**src/rtl/clk_domain_manager_pkg.sv**
```systemverilog
// rtl/clk_domain_manager_pkg.sv - shared state type, loss-counter constants and width helper
package clk_domain_manager_pkg;

    typedef enum logic [1:0] {
        WAIT_LOCK = 2'd0,
        STABLE    = 2'd1,
        HOLD      = 2'd2,
        RUN       = 2'd3
    } cdm_state_t;

    localparam int LOSS_CNT_W = 8;
    localparam logic [LOSS_CNT_W-1:0] LOSS_CNT_MAX = 8'd255;

    // Counter only has to reach cycles-1, so clog2(cycles) bits suffice; never narrower than 1.
    function automatic int cycle_cnt_width(input int cycles);
        return (cycles < 2) ? 1 : $clog2(cycles);
    endfunction

endpackage

```
**src/rtl/ce_channel.sv**
```systemverilog
// rtl/ce_channel.sv - one divide/phase clock-enable channel with shadow configuration
module ce_channel #(
    parameter int DIV_W       = 16,
    parameter int DEFAULT_DIV = 8
) (
    input  logic             clk,
    input  logic             rst,
    input  logic             run,
    input  logic             keep_running,
    input  logic             cfg_load,
    input  logic [DIV_W-1:0] div_cfg,
    input  logic [DIV_W-1:0] phase_cfg,
    output logic             ce
);

    logic [DIV_W-1:0] div_sh;
    logic [DIV_W-1:0] phase_sh;
    logic [DIV_W-1:0] div_eff;
    logic [DIV_W-1:0] ph_eff;
    logic [DIV_W-1:0] cnt;

    always_comb begin
        div_eff = (div_sh <= DIV_W'(1)) ? DIV_W'(1) : div_sh;
        ph_eff  = (phase_sh >= div_eff) ? '0 : phase_sh;
    end

    // keep_running is low whenever the next cycle will not be RUN, so the counter
    // already sits at 0 on the first RUN cycle and every channel starts aligned.
    always_ff @(posedge clk) begin
        if (rst) begin
            div_sh   <= DIV_W'(DEFAULT_DIV);
            phase_sh <= '0;
            cnt      <= '0;
        end else begin
            if (cfg_load) begin
                div_sh   <= div_cfg;
                phase_sh <= phase_cfg;
            end
            if (!keep_running || cfg_load) begin
                cnt <= '0;
            end else if (cnt == div_eff - DIV_W'(1)) begin
                cnt <= '0;
            end else begin
                cnt <= cnt + DIV_W'(1);
            end
        end
    end

    assign ce = run && (cnt == ph_eff);

endmodule

```
**src/rtl/clk_domain_manager.sv**
```systemverilog
// rtl/clk_domain_manager.sv - PLL lock supervisor, sequenced reset and phase-programmable clock enables
module clk_domain_manager
    import clk_domain_manager_pkg::*;
#(
    parameter int N_CH               = 2,
    parameter int DIV_W              = 16,
    parameter int SYNC_STAGES        = 2,
    parameter int LOCK_STABLE_CYCLES = 1024,
    parameter int RST_HOLD_CYCLES    = 16,
    parameter int DEFAULT_DIV        = 8
) (
    input  logic                    clk_96MHz,
    input  logic                    rst,
    input  logic                    pll_locked,
    input  logic [N_CH*DIV_W-1:0]   div_cfg,
    input  logic [N_CH*DIV_W-1:0]   phase_cfg,
    input  logic                    cfg_load,
    output logic [N_CH-1:0]         ce,
    output logic                    sys_rst,
    output logic                    ready,
    output logic                    lock_lost,
    output logic [LOSS_CNT_W-1:0]   lock_loss_cnt
);

    localparam int STABLE_W = cycle_cnt_width(LOCK_STABLE_CYCLES);
    localparam int HOLD_W   = cycle_cnt_width(RST_HOLD_CYCLES);
    localparam logic [STABLE_W-1:0] STABLE_LAST = STABLE_W'(LOCK_STABLE_CYCLES - 1);
    localparam logic [HOLD_W-1:0]   HOLD_LAST   = HOLD_W'(RST_HOLD_CYCLES - 1);

    logic [SYNC_STAGES-1:0] lock_sync;
    logic                   lock_s;
    cdm_state_t             state;
    logic [STABLE_W-1:0]    stable_cnt;
    logic [HOLD_W-1:0]      hold_cnt;
    logic                   loss_event;
    logic                   run_now;
    logic                   keep_running;

    assign lock_s       = lock_sync[SYNC_STAGES-1];
    assign loss_event   = !lock_s && (state == HOLD || state == RUN);
    assign run_now      = (state == RUN);
    assign keep_running = run_now && lock_s;

    always_ff @(posedge clk_96MHz) begin
        if (rst) begin
            lock_sync <= '0;
        end else begin
            lock_sync <= {lock_sync[SYNC_STAGES-2:0], pll_locked};
        end
    end

    // A low lock_s wins over every other transition, including HOLD->RUN.
    always_ff @(posedge clk_96MHz) begin
        if (rst) begin
            state      <= WAIT_LOCK;
            stable_cnt <= '0;
            hold_cnt   <= '0;
            sys_rst    <= 1'b1;
            ready      <= 1'b0;
        end else if (!lock_s) begin
            state   <= WAIT_LOCK;
            sys_rst <= 1'b1;
            ready   <= 1'b0;
        end else begin
            case (state)
                WAIT_LOCK: begin
                    state      <= STABLE;
                    stable_cnt <= '0;
                end
                STABLE: begin
                    if (stable_cnt == STABLE_LAST) begin
                        state    <= HOLD;
                        hold_cnt <= '0;
                    end else begin
                        stable_cnt <= stable_cnt + STABLE_W'(1);
                    end
                end
                HOLD: begin
                    if (hold_cnt == HOLD_LAST) begin
                        state   <= RUN;
                        sys_rst <= 1'b0;
                        ready   <= 1'b1;
                    end else begin
                        hold_cnt <= hold_cnt + HOLD_W'(1);
                    end
                end
                RUN: begin
                    state <= RUN;
                end
                default: begin
                    state <= WAIT_LOCK;
                end
            endcase
        end
    end

    always_ff @(posedge clk_96MHz) begin
        if (rst) begin
            lock_lost     <= 1'b0;
            lock_loss_cnt <= '0;
        end else if (loss_event) begin
            lock_lost <= 1'b1;
            if (lock_loss_cnt != LOSS_CNT_MAX) begin
                lock_loss_cnt <= lock_loss_cnt + LOSS_CNT_W'(1);
            end
        end
    end

    for (genvar i = 0; i < N_CH; i++) begin : g_ch
        ce_channel #(
            .DIV_W       (DIV_W),
            .DEFAULT_DIV (DEFAULT_DIV)
        ) u_ch (
            .clk          (clk_96MHz),
            .rst          (rst),
            .run          (run_now),
            .keep_running (keep_running),
            .cfg_load     (cfg_load),
            .div_cfg      (div_cfg[i*DIV_W +: DIV_W]),
            .phase_cfg    (phase_cfg[i*DIV_W +: DIV_W]),
            .ce           (ce[i])
        );
    end

endmodule

```
**config.mk**
```make
export PLATFORM = sky130hd
export DESIGN_NAME = clk_domain_manager
export DESIGN_NICKNAME = d
export VERILOG_FILES = /design/src/rtl/clk_domain_manager_pkg.sv /design/src/rtl/ce_channel.sv /design/src/rtl/clk_domain_manager.sv
export SDC_FILE = /design/constraint.sdc
export NUM_CORES = 1
export LEC_CHECK = 0
export CAP_MARGIN = 15
export CORE_MARGIN = 8
export CORE_UTILIZATION = 35
export CTS_CLUSTER_SIZE = 14
export DETAILED_ROUTE_END_ITERATION = 7
export GPL_ROUTABILITY_DRIVEN = 0
export GPL_TIMING_DRIVEN = 0
export PLACE_DENSITY = 0.6
export SYNTH_ARGS = -nofsm -noshare
export SYNTH_HDL_FRONTEND = slang
export SYNTH_SLANG_ARGS = --single-unit
```
**constraint.sdc**
```tcl
create_clock -name clk_96MHz -period 10.74 [get_ports clk_96MHz]
set_input_delay 1.611 -clock clk_96MHz [delete_from_list [all_inputs] [get_ports clk_96MHz]]
set_output_delay 1.611 -clock clk_96MHz [all_outputs]
set_load 0.005 [all_outputs]
```
## Word-level counts from Yosys, hierarchy flattened

Index checks and enable logic that the tools add are counted.

| cells by class | value |
|---|---|
| add/subtract/negate cells | 7 |
| $lt $le $gt $ge | 4 |
| equal/unequal tests | 14 |
| multiplexer cells | 12 |
| bitwise gates (word level) | 1 |
| reductions and logical operators | 19 |

Operator list:

| cell | count |
|---|---|
| $eq 16x16->1 | 4 |
| $mux 16 | 4 |
| $add 16x1->16 const B | 2 |
| $ge 16x16->1 | 2 |
| $le 16x1->1 const B | 2 |
| $sub 16x1->16 const B | 2 |
| $pmux 10 s2 | 1 |
| $add 10x1->10 const B | 1 |
| $eq 10x10->1 const B | 1 |
| $mux 10 | 1 |
| $add 8x1->8 const B | 1 |
| $mux 4 | 2 |
| $ne 8x8->1 const B | 1 |
| $pmux 2 s4 | 1 |
| $pmux 4 s2 | 1 |
| $ne 2x2->1 const B | 3 |
| $reduce_and 2->1 | 3 |
| $reduce_or 3->1 | 2 |
| $add 4x1->4 const B | 1 |
| $eq 2x2->1 const B | 2 |
| $eq 4x4->1 const B | 1 |
| $logic_and 1x1->1 | 4 |
| $mux 2 | 2 |
| $reduce_and 4->1 | 1 |
| 9 further kinds | 12 |

| storage, ports and cells | value |
|---|---|
| register bits | 125 |
| input port bits | 68 |
| output and inout bits | 13 |
| logic and storage cells | 71 |

## Longest topological paths before layout

| depth | value |
|---|---|
| depth after elaboration | 6 |
| mapped depth | 15 |
| mapped depth without buffers | 12 |

## Modules after synthesis

Synthesis repeated with hierarchy kept, for this count alone.

| second synthesis, totals | value |
|---|---|
| cells, all modules | 891 |
| area total of the unflattened synthesis | 7684.9 um^2 |

By module, submodules not included:

| module | times used | cells an instance | area an instance (um^2) | sequential area each (um^2) |
|---|---|---|---|---|
| ce_channel (g_ch[0].u_ch) | 1 | 370 | 3166.8 | 960.9 |
| ce_channel (g_ch[1].u_ch) | 1 | 361 | 3051.7 | 960.9 |
| clk_domain_manager | 1 | 160 | 1466.4 | 580.6 |

## Worst setup path after synthesis

No wires, ideal clock.

| timing path | value |
|---|---|
| path kind | flip-flop to output port |
| start | register g_ch[0].u_ch.div_sh[9] |
| end | output ce[0] |
| arrival time | 3443 ps |
| required time | 9129 ps |
| setup slack | 5686 ps |
| stages on the path, launching flop included | 16 |
| path buffers | 3 |
| cell sequence | dfxtp_1 > buf_6 > or4_4 > nor3_4 > a21oi_1 > inv_1 > ha_1 > nand2b_1 > a21oi_1 > o21a_1 > o21a_1 > clkbuf_1 > nand2_1 > a2111o_1 > a2111oi_0 > buf_4 |

| between the ends | value |
|---|---|
| cells in the longest elaborated chain, start to end | 6 |

RTL lines:

| what | RTL line | text |
|---|---|---|
| start, declared | ce_channel.sv:16 | `logic [DIV_W-1:0] div_sh;` |
| start signal, assigned | ce_channel.sv:31 | `div_sh <= DIV_W'(DEFAULT_DIV);` |
| start signal, assigned | ce_channel.sv:36 | `div_sh <= div_cfg;` |
| $le 16x1->1 | ce_channel.sv:23 | `div_eff = (div_sh <= DIV_W'(1)) ? DIV_W'(1) : div_sh;` |
| $mux 16 (*) | ce_channel.sv:23 |  |
| $ge 16x16->1 (*) | ce_channel.sv:24 | `ph_eff = (phase_sh >= div_eff) ? '0 : phase_sh;` |
| $mux 16 (*) | ce_channel.sv:24 |  |
| $eq 16x16->1 (*) | ce_channel.sv:49 | `assign ce = run && (cnt == ph_eff);` |
| $logic_and 1x1->1 (*) | ce_channel.sv:49 |  |
| end, declared | clk_domain_manager.sv:18 | `output logic [N_CH-1:0] ce,` |

Mark *: on every way between the ends. The rest lies on a longest branch, timed or not.

## Worst setup path after layout

| timing path | value |
|---|---|
| start | register g_ch[0].u_ch.div_sh[10] |
| end | output ce[0] |

The elaborated chain is that of the path after synthesis.

==> impl_metrics.json <==
{
  "path_class": "reg -> out",
  "synth_cell_types": 70,
  "cts_buffers": 17,
  "place_area_um2": 8600,
  "yosys_warnings": 0,
  "clockPowerShare": 0.485,
  "postSynthCellCount": 882,
  "rows": 53,
  "finalSetupViolCount": 0,
  "htree_levels": 4,
  "viasPerCell": 5.20,
  "path_buf_inv": 5,
  "slowest_delay_ns": 0.59,
  "synth.top_cell.area_share": 0.335,
  "status": "finished, final reports clean",
  "crit_fanout": 10,
  "avgSynthCellArea_um2": 8.47,
  "areaGrowthSynthToFinish_pct": 23.7,
  "skew_ns": 0.0154,
  "synth-seq-area-share": 0.335,
  "drive_gt1_frac": 0.0665,
  "num_antenna_cells": 0,
  "grt_pass1_wl_um": 34000,
  "synth_edf_count": 0,
  "drt_first_pass_iters": 5,
  "p_sw_frac": 0.265,
  "grt_antenna_before_repair": 0,
  "first_global_vias": 6279,
  "multi_input_area_um2": 4560,
  "post-route-util": 0.440,
  "clk_latency_ns": 0.44,
  "crit_required_ns": 9.13,
  "hold_buffers": 0,
  "hp-class": "reg -> reg",
  "crit_arrival_ns": 5.13,
  "cts.path.max_buffers": 2,
  "path_delay_family": "compound AO/OA/AOI/OAI gates",
  "routed_wl_um": 21300,
  "max_slew_margin": 0.351,
  "syn_area_um2": 7470,
  "tns_ns": 0,
  "track_usage": 0.164,
  "power_frac_seq": 0.383,
  "fmax_mhz": 148,
  "cp-start-kind": "flip-flop",
  "hpwl_um": 16400,
  "start_util": 0.355,
  "clock_sinks": 125,
  "ys.flop_type": "dfxtp_1",
  "period_needed_ns": 6.74,
  "postCtsResizedCells": 0,
  "async_flop_share": 0,
  "endpoint_kind": "primary output",
  "routedWlPerCell_um": 16.8,
  "p_switching_mw": 0.346,
  "internal_power_mw": 0.963,
  "ir_drop_mv": 0.0973,
  "clk_transition_reported_paths_ns": 0.06,
  "tightest_slew_ns": 0.974,
  "drtAntennaViolNets": 0,
  "nNetsFinal": 1086,
  "grt_max_degree": 17,
  "path_cells": "clkbuf_2 -> or4_4 -> nor3_4 -> a21oi_1 -> inv_1 -> ha_1 -> nand2b_1 -> a21oi_1 -> o21a_1 -> o21a_1 -> clkbuf_1 -> nand2_1 -> a2111o_1 -> a2111oi_0 -> buf_4 -> clkdlybuf4s50_1",
  "syn_nets": 989,
  "dieHeight_um": 162,
  "hold_viol": 0,
  "synth_common_cells": "125 x dfxtp_1, 116 x nor2_1, 66 x mux2i_1",
  "drcViolationCount": 0,
  "leakagePower_nw": 3.56,
  "ios": 81,
  "fp.dieW_um": 162,
  "netlist_top_cells_area": "dfxtp_1 33%, mux2i_1 8.8%, ha_1 6.5%",
  "synth_largest_area_cell": "dfxtp_1",
  "power_density_nw_per_um2": 142,
  "num_vias": 6590,
  "regArea_um2": 2500,
  "coreArea_um2": 21000,
  "slew_violations": 0,
  "cts_tree": "built",
  "synth.most_common_cell": "dfxtp_1",
  "dieArea_um2": 26300,
  "rsz0062_at_grt": "false",
  "cts_root_buf": "clkbuf_16",
  "globalRouteOverflowTotal": 0,
  "comb_power_share": 0.132,
  "n_fill_cell": 2082,
  "drt_iter0_drc": 442,
  "postCtsSetupBuffers": 0,
  "slowest_stage": "a2111oi_0",
  "fin_crit_sh": 0.627,
  "cap_violations": 0,
  "io_buffers": 78,
  "design_area_um2": 9240,
  "ys_seq_elements": 125
}
## routing by layer
metal  share of wire  vias to the layer above  GRT usage  wire length (um)
met3           0.054                       38     0.0420              1150
met1            0.44                     3053      0.200              9380
met5               0                        -          0                 0
met2            0.48                      180      0.272             10200
met4           0.027                        0     0.0631               567
li1                -                     3319          -                 -
## state kept, by name, summed over array words and instances (netlist names)
| name | count |
|---|---|
| g_ch.u_ch.cnt | 32 |
| g_ch.u_ch.div_sh | 32 |
| g_ch.u_ch.phase_sh | 32 |
| stable_cnt | 10 |
| lock_loss_cnt | 8 |
| hold_cnt | 4 |
| lock_sync | 2 |
| state | 2 |
| lock_lost | 1 |
| ready | 1 |
| sys_rst | 1 |
## path summary, 6_finish.rpt
check | to | from | slack, ns | cells past startpoint
max | ce[0] | g_ch[0].u_ch.div_sh[10] | 4.00 | 16
min | lock_sync[1] | lock_sync[0] | 0.45 | 1
max reg2reg | g_ch[1].u_ch.cnt[10] | g_ch[1].u_ch.div_sh[5] | 6.58 | 12
min reg2reg | lock_sync[1] | lock_sync[0] | 0.45 | 1
## worst reg2reg max path, cell delays in order, from the launching register on
cell and delay (ns):
dfxtp_1 0.30, clkbuf_1 0.32, nor4_1 0.17, and3_1 0.22, a21oi_1 0.34, ha_1 0.29
or3b_2 0.52, nor4b_1 0.40, nor4b_1 0.33, o22ai_1 0.16, nor4_4 0.53, buf_2 0.33
nor3_1 0.09
## through the flow
stage	hold WS [ns]	setup WS, ns	total power [mW]	cells
finish	0.448	4.00	1.31	1267
global route	0.464	3.78	1.37	1267
CTS	0.453	4.10	1.32	1267
detailed placement	0.440	4.57	0.684	1235
global placement	0.422	4.54	0.682	1235
floorplan	0.414	5.69	0.622	882
## placed cells by master (no fill, tap or decap), types with 8 or more instances in the layout
cell               n
a211oi_1           8
a21oi_1           35
and3_1            15
clkbuf_1          37
clkbuf_16         17
clkdlybuf4s50_1   78
dfxtp_1          125
ha_1              39
inv_1             52
mux2i_1           66
nand2_1           42
nand3_1           29
nand4_1           20
nor2_1           116
nor3_1            32
nor3_2            10
nor4_1            11
o211ai_1          11
o21ai_0           22
xnor2_1           45
xor2_1            41
## kinds of logic after synthesis
| group | after synthesis | synth area share |
|---|---|---|
| muxes | 67 | 0.0914 |
| buffers and inverters | 102 | 0.0548 |
| and+or+nand+nor | 337 | 0.238 |
| xor gates and xnor gates | 86 | 0.101 |
| AOI/OAI and AO/OA | 126 | 0.115 |
| adders and majority gates | 39 | 0.0653 |
| DFF | 125 | 0.335 |
## area by class of cell
cell class	count	share of cell area
buffer	50	0.0232
clock buffer	18	0.0475
clock inverter	14	0.0222
inverter	52	0.0211
multi-input combinational	655	0.493
sequential	125	0.271
tap	275	0.0372
timing repair buffer	78	0.0845
## power groups by stage
stage | Sequential (mW) | Combinational (mW) | Clock, mW
5_1_grt | 0.504 | 0.193 | 0.670
4_1_cts | 0.501 | 0.174 | 0.645
2_1_floorplan | 0.502 | 0.119 | 0
3_3_place_gp | 0.511 | 0.171 | 0
3_5_place_dp | 0.511 | 0.172 | 0
6_report | 0.501 | 0.173 | 0.635
No activity file was read; power rests on OpenSTA's default activity.
